File: src/rtl/rx32_ctrl_pkg.sv
// Shared definitions for the Rx32 multicycle control path: FSM states,
// instruction opcodes, ALUOp encodings and mux-select encodings.
package rx32_ctrl_pkg;

    typedef enum logic [3:0] {
        S_FETCH  = 4'd0,
        S_DECODE = 4'd1,
        S_MEMADR = 4'd2,
        S_MEMRD  = 4'd3,
        S_MEMWB  = 4'd4,
        S_MEMWR  = 4'd5,
        S_EXEC   = 4'd6,
        S_ALUWB  = 4'd7,
        S_BRANCH = 4'd8,
        S_IMMEX  = 4'd9,
        S_IMMWB  = 4'd10,
        S_JUMP   = 4'd11
    } state_e;

    localparam logic [5:0] OP_RTYPE = 6'b000000;
    localparam logic [5:0] OP_LW    = 6'b100011;
    localparam logic [5:0] OP_SW    = 6'b101011;
    localparam logic [5:0] OP_BEQ   = 6'b000100;
    localparam logic [5:0] OP_ADDI  = 6'b001000;
    localparam logic [5:0] OP_ANDI  = 6'b001100;
    localparam logic [5:0] OP_J     = 6'b000010;

    localparam logic [1:0] ALUOP_ADD   = 2'b00;
    localparam logic [1:0] ALUOP_SUB   = 2'b01;
    localparam logic [1:0] ALUOP_FUNCT = 2'b10;

    localparam logic [1:0] PCSRC_ALU    = 2'b00;
    localparam logic [1:0] PCSRC_ALUOUT = 2'b01;
    localparam logic [1:0] PCSRC_JUMP   = 2'b10;

    localparam logic [1:0] SRCB_RT      = 2'b00;
    localparam logic [1:0] SRCB_FOUR    = 2'b01;
    localparam logic [1:0] SRCB_IMM     = 2'b10;
    localparam logic [1:0] SRCB_IMM_SH2 = 2'b11;

    // States that own the memory bus and are subject to the wait timer.
    function automatic logic is_mem_state(input state_e s);
        case (s)
            S_FETCH, S_MEMRD, S_MEMWR: is_mem_state = 1'b1;
            default:                   is_mem_state = 1'b0;
        endcase
    endfunction

endpackage

File: src/rtl/mem_wait_timer.sv
// Counts wait cycles of one memory access and flags when the limit is reached.
module mem_wait_timer #(
    parameter int unsigned TIMEOUT_CYCLES = 255,
    parameter int unsigned CNT_W          = 8
) (
    input  logic clk,
    input  logic reset,
    input  logic clear,
    input  logic inc,
    output logic timeout
);

    localparam logic [CNT_W-1:0] CNT_ONE   = CNT_W'(1);
    localparam logic [CNT_W-1:0] CNT_LIMIT = CNT_W'(TIMEOUT_CYCLES);

    logic [CNT_W-1:0] cnt_q;
    logic [CNT_W-1:0] cnt_d;

    // Next count: clear has priority over increment.
    always_comb begin
        cnt_d = cnt_q;
        if (clear) begin
            cnt_d = '0;
        end else if (inc) begin
            cnt_d = cnt_q + CNT_ONE;
        end else begin
            cnt_d = cnt_q;
        end
    end

    // Counter register with synchronous reset.
    always_ff @(posedge clk) begin
        if (reset) begin
            cnt_q <= '0;
        end else begin
            cnt_q <= cnt_d;
        end
    end

    assign timeout = (cnt_q == CNT_LIMIT);

endmodule

File: src/rtl/multicycle_controller.sv
// Main FSM of the multicycle Rx32 core. Sequences fetch, decode, execute,
// memory and writeback one instruction at a time over a shared datapath.
module multicycle_controller
    import rx32_ctrl_pkg::*;
#(
    parameter int unsigned TIMEOUT_CYCLES = 255,
    parameter int unsigned CNT_W          = 8
) (
    input  logic       clk,
    input  logic       reset,
    input  logic [5:0] OPCode,
    input  logic       mem_ready,
    output logic       mem_req,
    output logic       IorD,
    output logic       MemWrite,
    output logic       IRWrite,
    output logic       PCWrite,
    output logic       Branch,
    output logic [1:0] PCSrc,
    output logic       ALUSrcA,
    output logic [1:0] ALUSrcB,
    output logic [1:0] ALUOp,
    output logic       RegDst,
    output logic       MemtoReg,
    output logic       RegWrite,
    output logic       illegal,
    output logic       bus_error
);

    state_e state_q;
    state_e state_d;
    logic   in_mem_s;
    logic   timeout_s;
    logic   expired_s;
    logic   legal_op_s;

    assign in_mem_s = is_mem_state(state_q);
    // A ready in the limit cycle completes the access instead of timing out.
    assign expired_s = in_mem_s & ~mem_ready & timeout_s;

    // Any state change (including a refetch after timeout) starts a fresh wait count.
    mem_wait_timer #(
        .TIMEOUT_CYCLES (TIMEOUT_CYCLES),
        .CNT_W          (CNT_W)
    ) u_wait_timer (
        .clk     (clk),
        .reset   (reset),
        .clear   ((state_d != state_q) | expired_s),
        .inc     (in_mem_s & ~mem_ready),
        .timeout (timeout_s)
    );

    // Opcode legality check used by DECODE.
    always_comb begin
        case (OPCode)
            OP_RTYPE, OP_LW, OP_SW, OP_BEQ,
            OP_ADDI, OP_ANDI, OP_J:          legal_op_s = 1'b1;
            default:                         legal_op_s = 1'b0;
        endcase
    end

    // State register.
    always_ff @(posedge clk) begin
        if (reset) begin
            state_q <= S_FETCH;
        end else begin
            state_q <= state_d;
        end
    end

    // Next-state logic.
    always_comb begin
        state_d = state_q;
        case (state_q)
            S_FETCH: begin
                if (mem_ready) begin
                    state_d = S_DECODE;
                end else begin
                    state_d = S_FETCH;
                end
            end
            S_DECODE: begin
                case (OPCode)
                    OP_LW, OP_SW:     state_d = S_MEMADR;
                    OP_RTYPE:         state_d = S_EXEC;
                    OP_BEQ:           state_d = S_BRANCH;
                    OP_ADDI, OP_ANDI: state_d = S_IMMEX;
                    OP_J:             state_d = S_JUMP;
                    default:          state_d = S_FETCH;
                endcase
            end
            S_MEMADR: begin
                if (OPCode == OP_LW) begin
                    state_d = S_MEMRD;
                end else begin
                    state_d = S_MEMWR;
                end
            end
            S_MEMRD: begin
                if (mem_ready) begin
                    state_d = S_MEMWB;
                end else if (expired_s) begin
                    state_d = S_FETCH;
                end else begin
                    state_d = S_MEMRD;
                end
            end
            S_MEMWR: begin
                if (mem_ready || expired_s) begin
                    state_d = S_FETCH;
                end else begin
                    state_d = S_MEMWR;
                end
            end
            S_EXEC:   state_d = S_ALUWB;
            S_IMMEX:  state_d = S_IMMWB;
            S_MEMWB, S_ALUWB, S_IMMWB,
            S_BRANCH, S_JUMP: state_d = S_FETCH;
            default:  state_d = S_FETCH;
        endcase
    end

    // Output decode; everything is held low while reset is asserted.
    always_comb begin
        mem_req   = 1'b0;
        IorD      = 1'b0;
        MemWrite  = 1'b0;
        IRWrite   = 1'b0;
        PCWrite   = 1'b0;
        Branch    = 1'b0;
        PCSrc     = PCSRC_ALU;
        ALUSrcA   = 1'b0;
        ALUSrcB   = SRCB_RT;
        ALUOp     = ALUOP_ADD;
        RegDst    = 1'b0;
        MemtoReg  = 1'b0;
        RegWrite  = 1'b0;
        illegal   = 1'b0;
        bus_error = 1'b0;
        if (reset) begin
            mem_req = 1'b0;
        end else begin
            case (state_q)
                S_FETCH: begin
                    mem_req   = ~expired_s;
                    ALUSrcB   = SRCB_FOUR;
                    IRWrite   = mem_ready;
                    PCWrite   = mem_ready;
                    bus_error = expired_s;
                end
                S_DECODE: begin
                    ALUSrcB = SRCB_IMM_SH2;
                    illegal = ~legal_op_s;
                end
                S_MEMADR, S_IMMEX: begin
                    ALUSrcA = 1'b1;
                    ALUSrcB = SRCB_IMM;
                end
                S_MEMRD: begin
                    mem_req   = ~expired_s;
                    IorD      = 1'b1;
                    bus_error = expired_s;
                end
                S_MEMWB: begin
                    MemtoReg = 1'b1;
                    RegWrite = 1'b1;
                end
                S_MEMWR: begin
                    mem_req   = ~expired_s;
                    IorD      = 1'b1;
                    MemWrite  = ~expired_s;
                    bus_error = expired_s;
                end
                S_EXEC: begin
                    ALUSrcA = 1'b1;
                    ALUOp   = ALUOP_FUNCT;
                end
                S_ALUWB: begin
                    RegDst   = 1'b1;
                    RegWrite = 1'b1;
                end
                S_BRANCH: begin
                    ALUSrcA = 1'b1;
                    ALUOp   = ALUOP_SUB;
                    PCSrc   = PCSRC_ALUOUT;
                    Branch  = 1'b1;
                end
                S_IMMWB: begin
                    RegWrite = 1'b1;
                end
                S_JUMP: begin
                    PCSrc   = PCSRC_JUMP;
                    PCWrite = 1'b1;
                end
                default: begin
                    mem_req = 1'b0;
                end
            endcase
        end
    end

endmodule

File: config.mk
export PLATFORM = sky130hd
export DESIGN_NAME = multicycle_controller
export DESIGN_NICKNAME = d
export VERILOG_FILES = /design/src/rtl/rx32_ctrl_pkg.sv /design/src/rtl/mem_wait_timer.sv /design/src/rtl/multicycle_controller.sv
export SDC_FILE = /design/constraint.sdc
export NUM_CORES = 1
export LEC_CHECK = 0
export CELL_PAD_IN_SITES_DETAIL_PLACEMENT = 0
export CELL_PAD_IN_SITES_GLOBAL_PLACEMENT = 1
export CORE_ASPECT_RATIO = 0.5
export CORE_UTILIZATION = 36
export DETAILED_ROUTE_END_ITERATION = 7
export PLACE_DENSITY_LB_ADDON = 0.1
export SLEW_MARGIN = 20
export SYNTH_ARGS = -nofsm -noshare
export SYNTH_HDL_FRONTEND = slang
export SYNTH_SLANG_ARGS = --single-unit
export TNS_END_PERCENT = 10
File: constraint.sdc
create_clock -name clk -period 2.3 [get_ports clk]
set_clock_uncertainty 0.2 [all_clocks]
set_input_delay 0.46 -clock clk [delete_from_list [all_inputs] [get_ports clk]]
set_output_delay 0.46 -clock clk [all_outputs]
set_load 0.03 [all_outputs]
; ---- Word level (Yosys, flattened, before mapping)
; Index checks and enable logic that the tools add are counted.
[word_totals]
regBits = 12
in_bits = 9
out_inout_bits = 18
elab_cells = 79
[classes]
add_sub_neg = 1
eq_ne = 19
mux = 39
n_bitwise = 6
reduce_logical = 12
[op_table]
columns = cell, n
row1 = $pmux 4 s7, 1
row2 = $mux 1, 26
row3 = $pmux 4 s5, 1
row4 = $eq 4x3->1 const B, 4
row5 = $eq 4x4->1 const B, 4
row6 = $eq 6x4->1 const B, 2
row7 = $eq 6x6->1 const B, 2
row8 = $reduce_or 2->1, 5
row9 = $mux 3, 3
row10 = $add 8x1->8 const B, 1
row11 = $eq 4x2->1 const B, 2
row12 = $eq 8x8->1 const B, 1
row13 = $mux 2, 4
row14 = $pmux 2 s2, 2
row15 = $reduce_or 7->1, 1
row16 = $eq 6x2->1 const B, 1
row17 = $eq 6x3->1 const B, 1
row18 = $logic_not 6->1, 1
row19 = $pmux 2 s3, 1
row20 = $reduce_or 3->1, 2
row21 = $eq 4x1->1 const B, 1
row22 = $logic_not 4->1, 1
row23 = $ne 4x4->1, 1
row24 = $reduce_or 4->1, 1
row25 = other kinds (5), 8

; ---- Longest topological paths before layout
; Gate-level depths: netlist (run 1).
[depth]
ltp_word = 11
ltp_mapped = 7
depth_no_buf = 6

; ---- Cells and area by module
; Synthesis (run 1) repeated with hierarchy kept, for this count alone.
[unflattened]
hier_cells = 134
area_unflattened_um2 = 989.7
[modules_own_cells]
columns = module, instances, cells_per_inst, area_each_um2
row1 = multicycle_controller, 1, 94, 635.6
row2 = mem_wait_timer, 1, 40, 354.1

; ---- Least setup slack after synthesis (run 1)
; Ideal clock, no wire load.
[synth_path]
kind = input-to-output
startpoint = input port OPCode[2]
endpoint = output port illegal
arrival_ps = 2359
slack_ps = -719
path_stages = 2
path_buffers = 0
path_cell_list = or2_2 -> a2111oi_0
[synth_between]
elab_chain_len = 6
word_cells_on_any_way = 12
cone_classes = eq/ne (6) / mux (3) / bitwise (1) / reduce/logical (2)
[synth_lines]
columns = element, line_no
row1 = start: declaration, multicycle_controller.sv:11  ; input logic [5:0] OPCode,
row2 = $eq 6x6->1 (tied with other cells), multicycle_controller.sv:55  ; case (OPCode)
row3 = $reduce_or 7->1 *, multicycle_controller.sv:55
row4 = $mux 1 *, multicycle_controller.sv:55
row5 = $not 1->1 *, multicycle_controller.sv:153  ; illegal = ~legal_op_s;
row6 = $mux 1 *, multicycle_controller.sv:143  ; case (state_q)
row7 = $mux 1 *, multicycle_controller.sv:140  ; if (reset) begin
row8 = end: declaration, multicycle_controller.sv:26  ; output logic illegal,
; Mark *: on every way between the ends. The rest lies on a longest branch, timed or not.

; ---- Worst setup path in the final report (run 1)
[layout_path]
startpoint = input port reset
endpoint = output port PCWrite
[layout_between]
elab_chain_len = 1
[layout_lines]
columns = element, line_no
row1 = start: declaration, multicycle_controller.sv:10  ; input logic reset,
row2 = $mux 1, multicycle_controller.sv:140
row3 = end: declaration, multicycle_controller.sv:17  ; output logic PCWrite,
; No other way between the ends.

==> summary.txt, run 1 <==
Setup path
  • Setup CP Type: primary input to output pin
  • CP Max Fanout: 4
  • Flop-to-flop setup slack: 230 ps
  • Worst r2r dst: u_wait_timer.cnt_q[7]
  • CP Launch Type: primary input
  • Worst reg2reg startpoint: state_q[3]
  • CP required: 1640 ps
  • CP arrival: 1640 ps
  • Worst R2R Path Depth: 7
  • Setup crit end kind: output pin

Logic synthesis
  • Register bit total from synthesis: 12
  • Post-synth EDFFs: 0
  • Post-Syn Area: 0.00110 mm2
  • Syn. warnings: 0
  • Top post-synthesis cells by area: dfxtp_1, nor3_2, xnor2_1, nor3_1, nor2_1
  • Syn Nets: 143
  • Asr flop ratio synth: 0%
  • Syn Area/Cell: 8.28 um2
  • Syn Inst Count: 133
  • Sequential-to-total area share from yosys stat: 21.8%
  • Yosys cell types: 46
  • Post-synth top area cell: dfxtp_1
  • Share of the synthesized area in the top cell type: 21.8%
  • Ys flop type: dfxtp_1

Timing
  • RSZ-0062 raised after global routing: yes
  • Final Setup Violations: 0
  • Rel. slew slack: 73.0%
  • Fin. Hold Viols: 0
  • Peak Freq: 435 MHz
  • Final Slew Violations: 0
  • Tmin final: 2300 ps
  • Worst-Margin Slew: 404 ps
  • Setup tns final: 0 ps
  • Period utilization: 100%

Power
  • Net switching power: 0.159 mW
  • Seq pwr share: 38.7%
  • Leakage: 0.710 nW
  • Switching share of total power: 28.6%
  • VDD IR max: 0.000258 V
  • Pwr/cell area: 327 mW/mm2
  • Power share of the combinational group: 27.5%
  • Clock share of power: 33.8%
  • Int Pwr: 0.396 mW

Clocking
  • Bufs on Longest Clock Path: 2
  • Depth of the CTS H-tree: 1
  • CTS Root Cell: clkbuf_8
  • Num CTS Buffers: 3
  • Worst-path clk slew: 50 ps
  • Worst-Skew Late Latency: 240 ps
  • Setup Fix Bufs, Post-CTS: 0
  • Hold buffer count at CTS: 0
  • Total clock sinks: 12
  • TritonCTS clock tree: yes

Detailed routing
  • Residual DRC: 0
  • DR iter-0 viols: 32
  • WL final: 3050 um
  • 1st-pass router iterations: 4
  • Vias post-DR: 1,145
  • Antenna-violating nets left: 0
  • Vias per std cell: 5.20
  • WL/cell: 13.9 um

Worst hold path
  • Hold depth: 2
  • Worst min path class: flip-flop to flip-flop
  • Hold EP: u_wait_timer.cnt_q[1]
  • Hold_sp: u_wait_timer.cnt_q[1]

Global route
  • Number of global-route vias before repair: 1,054
  • Grt total ovfl: 0
  • Initial antenna violation count: 0
  • Largest net degree at the start of global routing: 10
  • First-pass GRT wire length: 4860 um
  • Gr usage total: 19.8%

Layout
  • Final instance area: 0.00170 mm2
  • Area growth syn-to-layout: 54.1%
  • Post-Layout Cell Count: 220
  • Ratio of cells with drive above 1 in the final layout: 50.3%
  • Most frequent cells in the layout: buf_4, nor2_1, nor3_2
  • Fin nets: 195
  • Util after Layout: 61.7%
  • Most common cell after layout, fill and taps aside: buf_4
  • Ant. Diodes: 0

Flow run
  • Max Cap Viol: 0

Floorplan
  • FP Rows: 13
  • Die height: 41.1 um
  • Initial core utilization: 40.1%
  • Core ar.: 0.00275 mm2
  • Io pins: 27
  • Die Width: 80.2 um
  • Die area: 0.00330 mm2

Place
  • Detail Placement HPWL: 2270 um
  • # port buffers: 26
  • DP Cell Count: 217
  • GP Congestion: 0.841
  • Placed cell area: 0.00151 mm2

Status
  • Status: completed
cells by family after synthesis:
kind of cell    count (synthesis)  synth area share [%]
fa+ha+maj                       1                  1.14
xor+xnor                       10                  7.96
simple gates                   75                  42.7
flops                          12                  21.8
compound gates                 20                  15.0
buf+inv                        12                  8.63
mux                             3                  2.73
power groups by stage:
stage	Sequential, mW	Clock [mW]	Combinational [mW]
floorplan	0.218	0	0.0791
global placement	0.220	0	0.139
detailed placement	0.220	0	0.139
CTS	0.217	0.191	0.145
global route	0.215	0.200	0.163
finish	0.215	0.187	0.153
sequential cells by signal, indices dropped and copies added (netlist names):
register and cells:
state_q 4, u_wait_timer.cnt_q 8
worst max path at each step:
stage,endpoint,depth (start not counted),slack [ps],from
2_1_floorplan,bus_error,4,-330,state_q[3]
3_3_place_gp,MemWrite,6,-390,mem_ready
3_5_place_dp,MemWrite,6,-390,mem_ready
4_1_cts,illegal,5,-100,OPCode[1]
5_1_grt,IRWrite,5,-30,reset
6_report,PCWrite,5,0.09,reset
worst max-delay path: stages:
cell             delay [ps]
clkdlybuf4s50_1         430
or3_4                   380
nor2_4                  120
or2_1                   100
buf_4                   150
routing by layer:
metal	vias up	global-route usage, %	share of wire (%)
li1	586	-	-
met3	5	1.11	3.5
met1	533	26.9	52
met4	0	5.36	0.89
met5	-	0	0
met2	21	35.5	44
cell usage after synthesis (all sizes together), types with 2 or more instances:
master   instances
a2111oi          2
a21oi            3
and3             2
buf              7
clkbuf           2
dfxtp           12
inv              3
mux2i            3
nand2            7
nand2b           2
nand3            5
nand4            2
nor2            16
nor2b            3
nor3            21
nor3b            3
nor4             5
o21a             2
o21ai            3
o31a             2
or2              2
xnor2            8
xor2             2
through the flow:
stage | hold WS (ps) | worst slack (ps) | power (mW)
after floorplan | 320 | -328 | 0.297
after global placement | 334 | -390 | 0.359
after detailed placement | 347 | -390 | 0.359
after CTS | 363 | -99.7 | 0.552
after global routing | 396 | -25.9 | 0.578
final | 359 | 0.0899 | 0.555
final cells by class:
type / count / area, um2
clock buffers: 3 / 41.3
fillers: 261 / 1050
inverters: 3 / 11.3
multi-input cells: 109 / 906
flip-flops and latches: 12 / 250
well taps: 37 / 46.3
repair buffers: 56 / 442
repair_timing:
item / CTS / global route
gates cloned: 0 / 0
gates resized for setup: 22 / 19
setup endpoints to repair: 22 / 20
pin swaps: 2 / 2
Note: power is estimated with default switching activity, not from simulation.
==> inputs of run 2 (changes only) <==
- CORE_MARGIN: not set -> 2
==> summary.txt, run 2 (synthesis gave the netlist of run 1 again) <==
Timing
  • Hold slack final: 365 ps
  • Final Slew Violations: 0
  • Final Setup Violations: 0
  • Peak Freq: 442 MHz
  • Fin. Hold Viols: 0
  • Worst-Margin Slew: 418 ps
  • Setup ws final: 38.3 ps
  • RSZ-0062 raised after global routing: yes
  • Tmin final: 2260 ps
  • Period utilization: 98.3%
  • Rel. slew slack: 72.1%

Layout
  • Top reg by flops: u_wait_timer.cnt_q
  • Most common cell after layout, fill and taps aside: buf_4
  • Most frequent cells in the layout: buf_4, nor2_1, nor3_2, nor3_1, dfxtp_1
  • Fin nets: 200
  • Biggest regs: u_wait_timer.cnt_q x8, state_q x4
  • Area growth syn-to-layout: 57.8%
  • Ant. Diodes: 0
  • Ratio of cells with drive above 1 in the final layout: 49.7%
  • Max FFs per register: 8

Global route
  • Number of global-route vias before repair: 1,073
  • First-pass GRT wire length: 5240 um
  • Gr usage total: 19.4%
  • Initial antenna violation count: 0
  • Largest net degree at the start of global routing: 10
  • Grt total ovfl: 0

Worst hold path
  • Worst min path class: flip-flop to flip-flop

Floorplan
  • Die area: 0.00354 mm2
  • Die height: 43.1 um
  • Initial core utilization: 37.2%
  • FP Rows: 14
  • Core ar.: 0.00296 mm2
  • Io pins: 27
  • Die Width: 82.2 um

Place
  • GP Congestion: 0.735
  • Detail Placement HPWL: 2450 um
  • Setup Slack @ Placement: -449 ps
  • # port buffers: 26

Setup path
  • CP Max Fanout: 4
  • Setup CP Type: primary input to output pin
  • Setup crit end kind: output pin
  • CP Launch Type: primary input
  • CP required: 1640 ps
  • CP arrival: 1600 ps

Power
  • Total power draw: 0.596 mW
  • Pwr/cell area: 343 mW/mm2
  • Leakage: 0.736 nW
  • VDD IR max: 0.000436 V

Clocking
  • Bufs on Longest Clock Path: 2
  • TritonCTS clock tree: yes
  • CTS Root Cell: clkbuf_8
  • Worst-path clk slew: 50 ps
  • Total clock sinks: 12
  • Depth of the CTS H-tree: 1
  • Hold buffer count at CTS: 0
  • Num CTS Buffers: 3
  • Worst-Skew Late Latency: 240 ps

Detailed routing
  • Met1 WL: 1600 um
  • Residual DRC: 0
  • Max Used Layer: met4
  • Vias post-DR: 1,202
  • DR iter-0 viols: 53
  • WL final: 3190 um
  • 1st-pass router iterations: 4
  • Vias per std cell: 5.25
  • Antenna-violating nets left: 0
  • Metal2 WL: 1410 um
  • WL/cell: 13.9 um
  • Met3 WL: 141 um

Status
  • Status: completed

Flow run
  • Max Cap Viol: 0
## run 2: cell types whose count changed in the layout (fill, tap and decap cells not counted), moves of 2 or more
cell    before  now
nor3_1       7   10
nor3_2      13   10
buf_4       47   49
buf_6        1    3
nor4_1       1    3
nor4_2       4    2
## run 2: per-layer routing
| metal | vias up | track usage, % |
|---|---|---|
| li1 | 596 | - |
| met1 | 572 | 27.9 |
| met2 | 30 | 30.3 |
| met3 | 4 | 2.55 |
| met4 | 0 | 5.00 |
| met5 | - | 0 |
## run 2: worst max-delay path, stage by stage
cell,delay [ps]
dlygate4sd2_1,270
nand3_1,150
o31a_1,180
nor3_2,60
a2111oi_4,260
buf_4,210
## run 2: layout make-up
type / count / area [um2]
fillers: 296 / 1220
multi-input cells: 109 / 877
clock buffers: 4 / 55.1
repair buffers: 61 / 492
inverters: 3 / 11.3
flip-flops and latches: 12 / 253
well taps: 40 / 50.0
## run 2: power by group
group	switching, mW	internal, mW	total [mW]
registers	0.00541	0.209	0.214
clock network	0.0767	0.151	0.228
logic	0.0812	0.0732	0.154
## run 2: metrics by stage
stage          utilization [%]  setup TNS, ps  std cells  instance area [um2]
4_1_cts                   55.5          -27.4        228                 1640
2_1_floorplan                -          -1010        133                 1110
6_report                  58.7              0        229                 1740
5_1_grt                   58.7          -50.5        229                 1740
3_3_place_gp              52.6          -4600        224                 1560
3_5_place_dp              52.6          -5430        224                 1560
## run 2: final timing paths
check             slack, ps               endpoint  depth (start not counted)                   from
setup / recovery         40                illegal                          6              OPCode[0]
hold / removal          360  u_wait_timer.cnt_q[6]                          2  u_wait_timer.cnt_q[6]
setup reg to reg        200  u_wait_timer.cnt_q[7]                          5             state_q[1]
hold reg to reg         360  u_wait_timer.cnt_q[6]                          2  u_wait_timer.cnt_q[6]
## run 2: timing repair
item,in CTS,in global routing
gates resized for setup,20,23
pin swaps,0,5
endpoints found under the setup margin,15,7
endpoints found under the hold margin,0,0
buffers inserted,0,1
==> inputs of run 3 (changes only) <==
- CORE_ASPECT_RATIO: 0.5 -> 0.8
==> summary.txt, run 3 (synthesis gave the netlist of run 1 again) <==
Global route
  • Largest net degree at the start of global routing: 10
  • First-pass GRT wire length: 5070 um
  • Gr usage total: 19.0%
  • Initial antenna violation count: 0
  • Grt total ovfl: 0
  • Number of global-route vias before repair: 1,097

Place
  • GP Congestion: 0.790
  • Detail Placement HPWL: 2310 um
  • # port buffers: 26
  • Placed cell area: 0.00152 mm2

Timing
  • Peak Freq: 440 MHz
  • Setup tns final: 0 ps
  • Fin. Hold Viols: 0
  • Final Slew Violations: 0
  • Final Setup Violations: 0
  • Period utilization: 98.9%
  • Worst-Margin Slew: 401 ps
  • Tmin final: 2270 ps
  • Rel. slew slack: 73.2%
  • RSZ-0062 raised after global routing: yes

Detailed routing
  • Met1 WL: 1540 um
  • Vias post-DR: 1,151
  • 1st-pass router iterations: 4
  • Metal2 WL: 1390 um
  • WL/cell: 14.0 um
  • Residual DRC: 0
  • DR iter-0 viols: 32
  • Vias per std cell: 5.23
  • Antenna-violating nets left: 0
  • Max Used Layer: met4
  • Met3 WL: 127 um
  • WL final: 3070 um

Setup path
  • Setup crit end kind: output pin
  • Setup CP Type: primary input to output pin
  • Flop-to-flop setup slack: 240 ps
  • CP required: 1640 ps
  • CP arrival: 1610 ps
  • CP Max Fanout: 4
  • CP Launch Type: primary input
  • Worst R2R Path Depth: 6

Layout
  • Max FFs per register: 8
  • Area occupied by multi-input gates: 868 um2
  • Most common cell after layout, fill and taps aside: buf_4
  • Most frequent cells in the layout: buf_4, nor2_1, nor3_2, nor3_1, dfxtp_1
  • Ant. Diodes: 0
  • Biggest regs: u_wait_timer.cnt_q x8, state_q x4
  • Top reg by flops: u_wait_timer.cnt_q
  • Sequential Area: 250 um2
  • Fin nets: 193
  • Final instance area: 0.00167 mm2
  • Area growth syn-to-layout: 51.9%
  • Util after Layout: 59.1%
  • Ratio of cells with drive above 1 in the final layout: 47.3%
  • Fillers: 264

Clocking
  • Worst-Skew Late Latency: 240 ps
  • TritonCTS clock tree: yes
  • Bufs on Longest Clock Path: 2
  • Worst-path clk slew: 60 ps
  • Total clock sinks: 12
  • Setup Fix Bufs, Post-CTS: 0
  • CTS Root Cell: clkbuf_8
  • Depth of the CTS H-tree: 1
  • Num CTS Buffers: 3
  • Hold buffer count at CTS: 0

Power
  • Pwr/cell area: 360 mW/mm2
  • Total power draw: 0.602 mW
  • VDD IR max: 0.000320 V
  • Leakage: 0.692 nW

Status
  • Status: completed

Floorplan
  • Io pins: 27
  • Die height: 53.5 um
  • Die Width: 65.8 um
  • Initial core utilization: 38.9%
  • FP Rows: 17
  • Die area: 0.00352 mm2
  • Core ar.: 0.00283 mm2

Flow run
  • Max Cap Viol: 0

Worst hold path
  • Hold depth: 2
  • Worst min path class: flip-flop to flip-flop
-- run 3: changes by cell type in the layout (fill, tap and decap cells not counted), moves of 2 or more --
| cell | previous run | this run |
|---|---|---|
| nor2_2 | 0 | 2 |
| buf_6 | 3 | 0 |
| clkdlybuf4s15_1 | 0 | 2 |
| nor2_4 | 2 | 0 |
| dlygate4sd2_1 | 6 | 4 |
| buf_4 | 49 | 44 |
-- run 3: where the power goes --
part / internal, mW / switching (mW) / total, mW
clock network: 0.152 / 0.0840 / 0.236
registers: 0.209 / 0.00485 / 0.214
logic: 0.0722 / 0.0798 / 0.152
total: 0.433 / 0.169 / 0.602
-- run 3: area by class of cell --
class | count | area share (%)
Multi-Input combinational cell | 109 | 51.9
Timing Repair Buffer | 54 | 26.3
Sequential cell | 12 | 15.0
Clock buffer | 4 | 3.29
Tap cell | 38 | 2.84
Inverter | 3 | 0.673
-- run 3: final timing paths --
path | from | endpoint
setup reg to reg | state_q[1] | u_wait_timer.cnt_q[5]
hold reg to reg | u_wait_timer.cnt_q[7] | u_wait_timer.cnt_q[7]
setup / recovery | reset | PCWrite
hold / removal | u_wait_timer.cnt_q[7] | u_wait_timer.cnt_q[7]
-- run 3: metrics by stage --
| stage | setup WS [ps] | instances | hold slack [ps] |
|---|---|---|---|
| floorplan | -328 | 133 | 320 |
| global placement | -319 | 216 | 337 |
| detailed placement | -400 | 216 | 347 |
| CTS | -6.72 | 220 | 361 |
| global route | -37.7 | 220 | 386 |
| finish | 25.7 | 220 | 353 |
-- run 3: timing repair --
item / CTS / global route
hold endpoints to repair: 0 / 0
resized for setup: 25 / 12
pin swaps: 2 / 3
setup endpoints to repair: 16 / 7
-- run 3: routing by layer --
| layer | up-vias | global-route usage (%) |
|---|---|---|
| met5 | - | 0 |
| met4 | 0 | 4.17 |
| met3 | 4 | 4.04 |
| met2 | 19 | 31.8 |
| met1 | 542 | 25.2 |
| li1 | 586 | - |
-- run 3: worst max-delay path: stages --
cell and delay (ps):
clkdlybuf4s50_1 420, or3_4 360, nor2_2 120, or2_1 110, buf_4 150
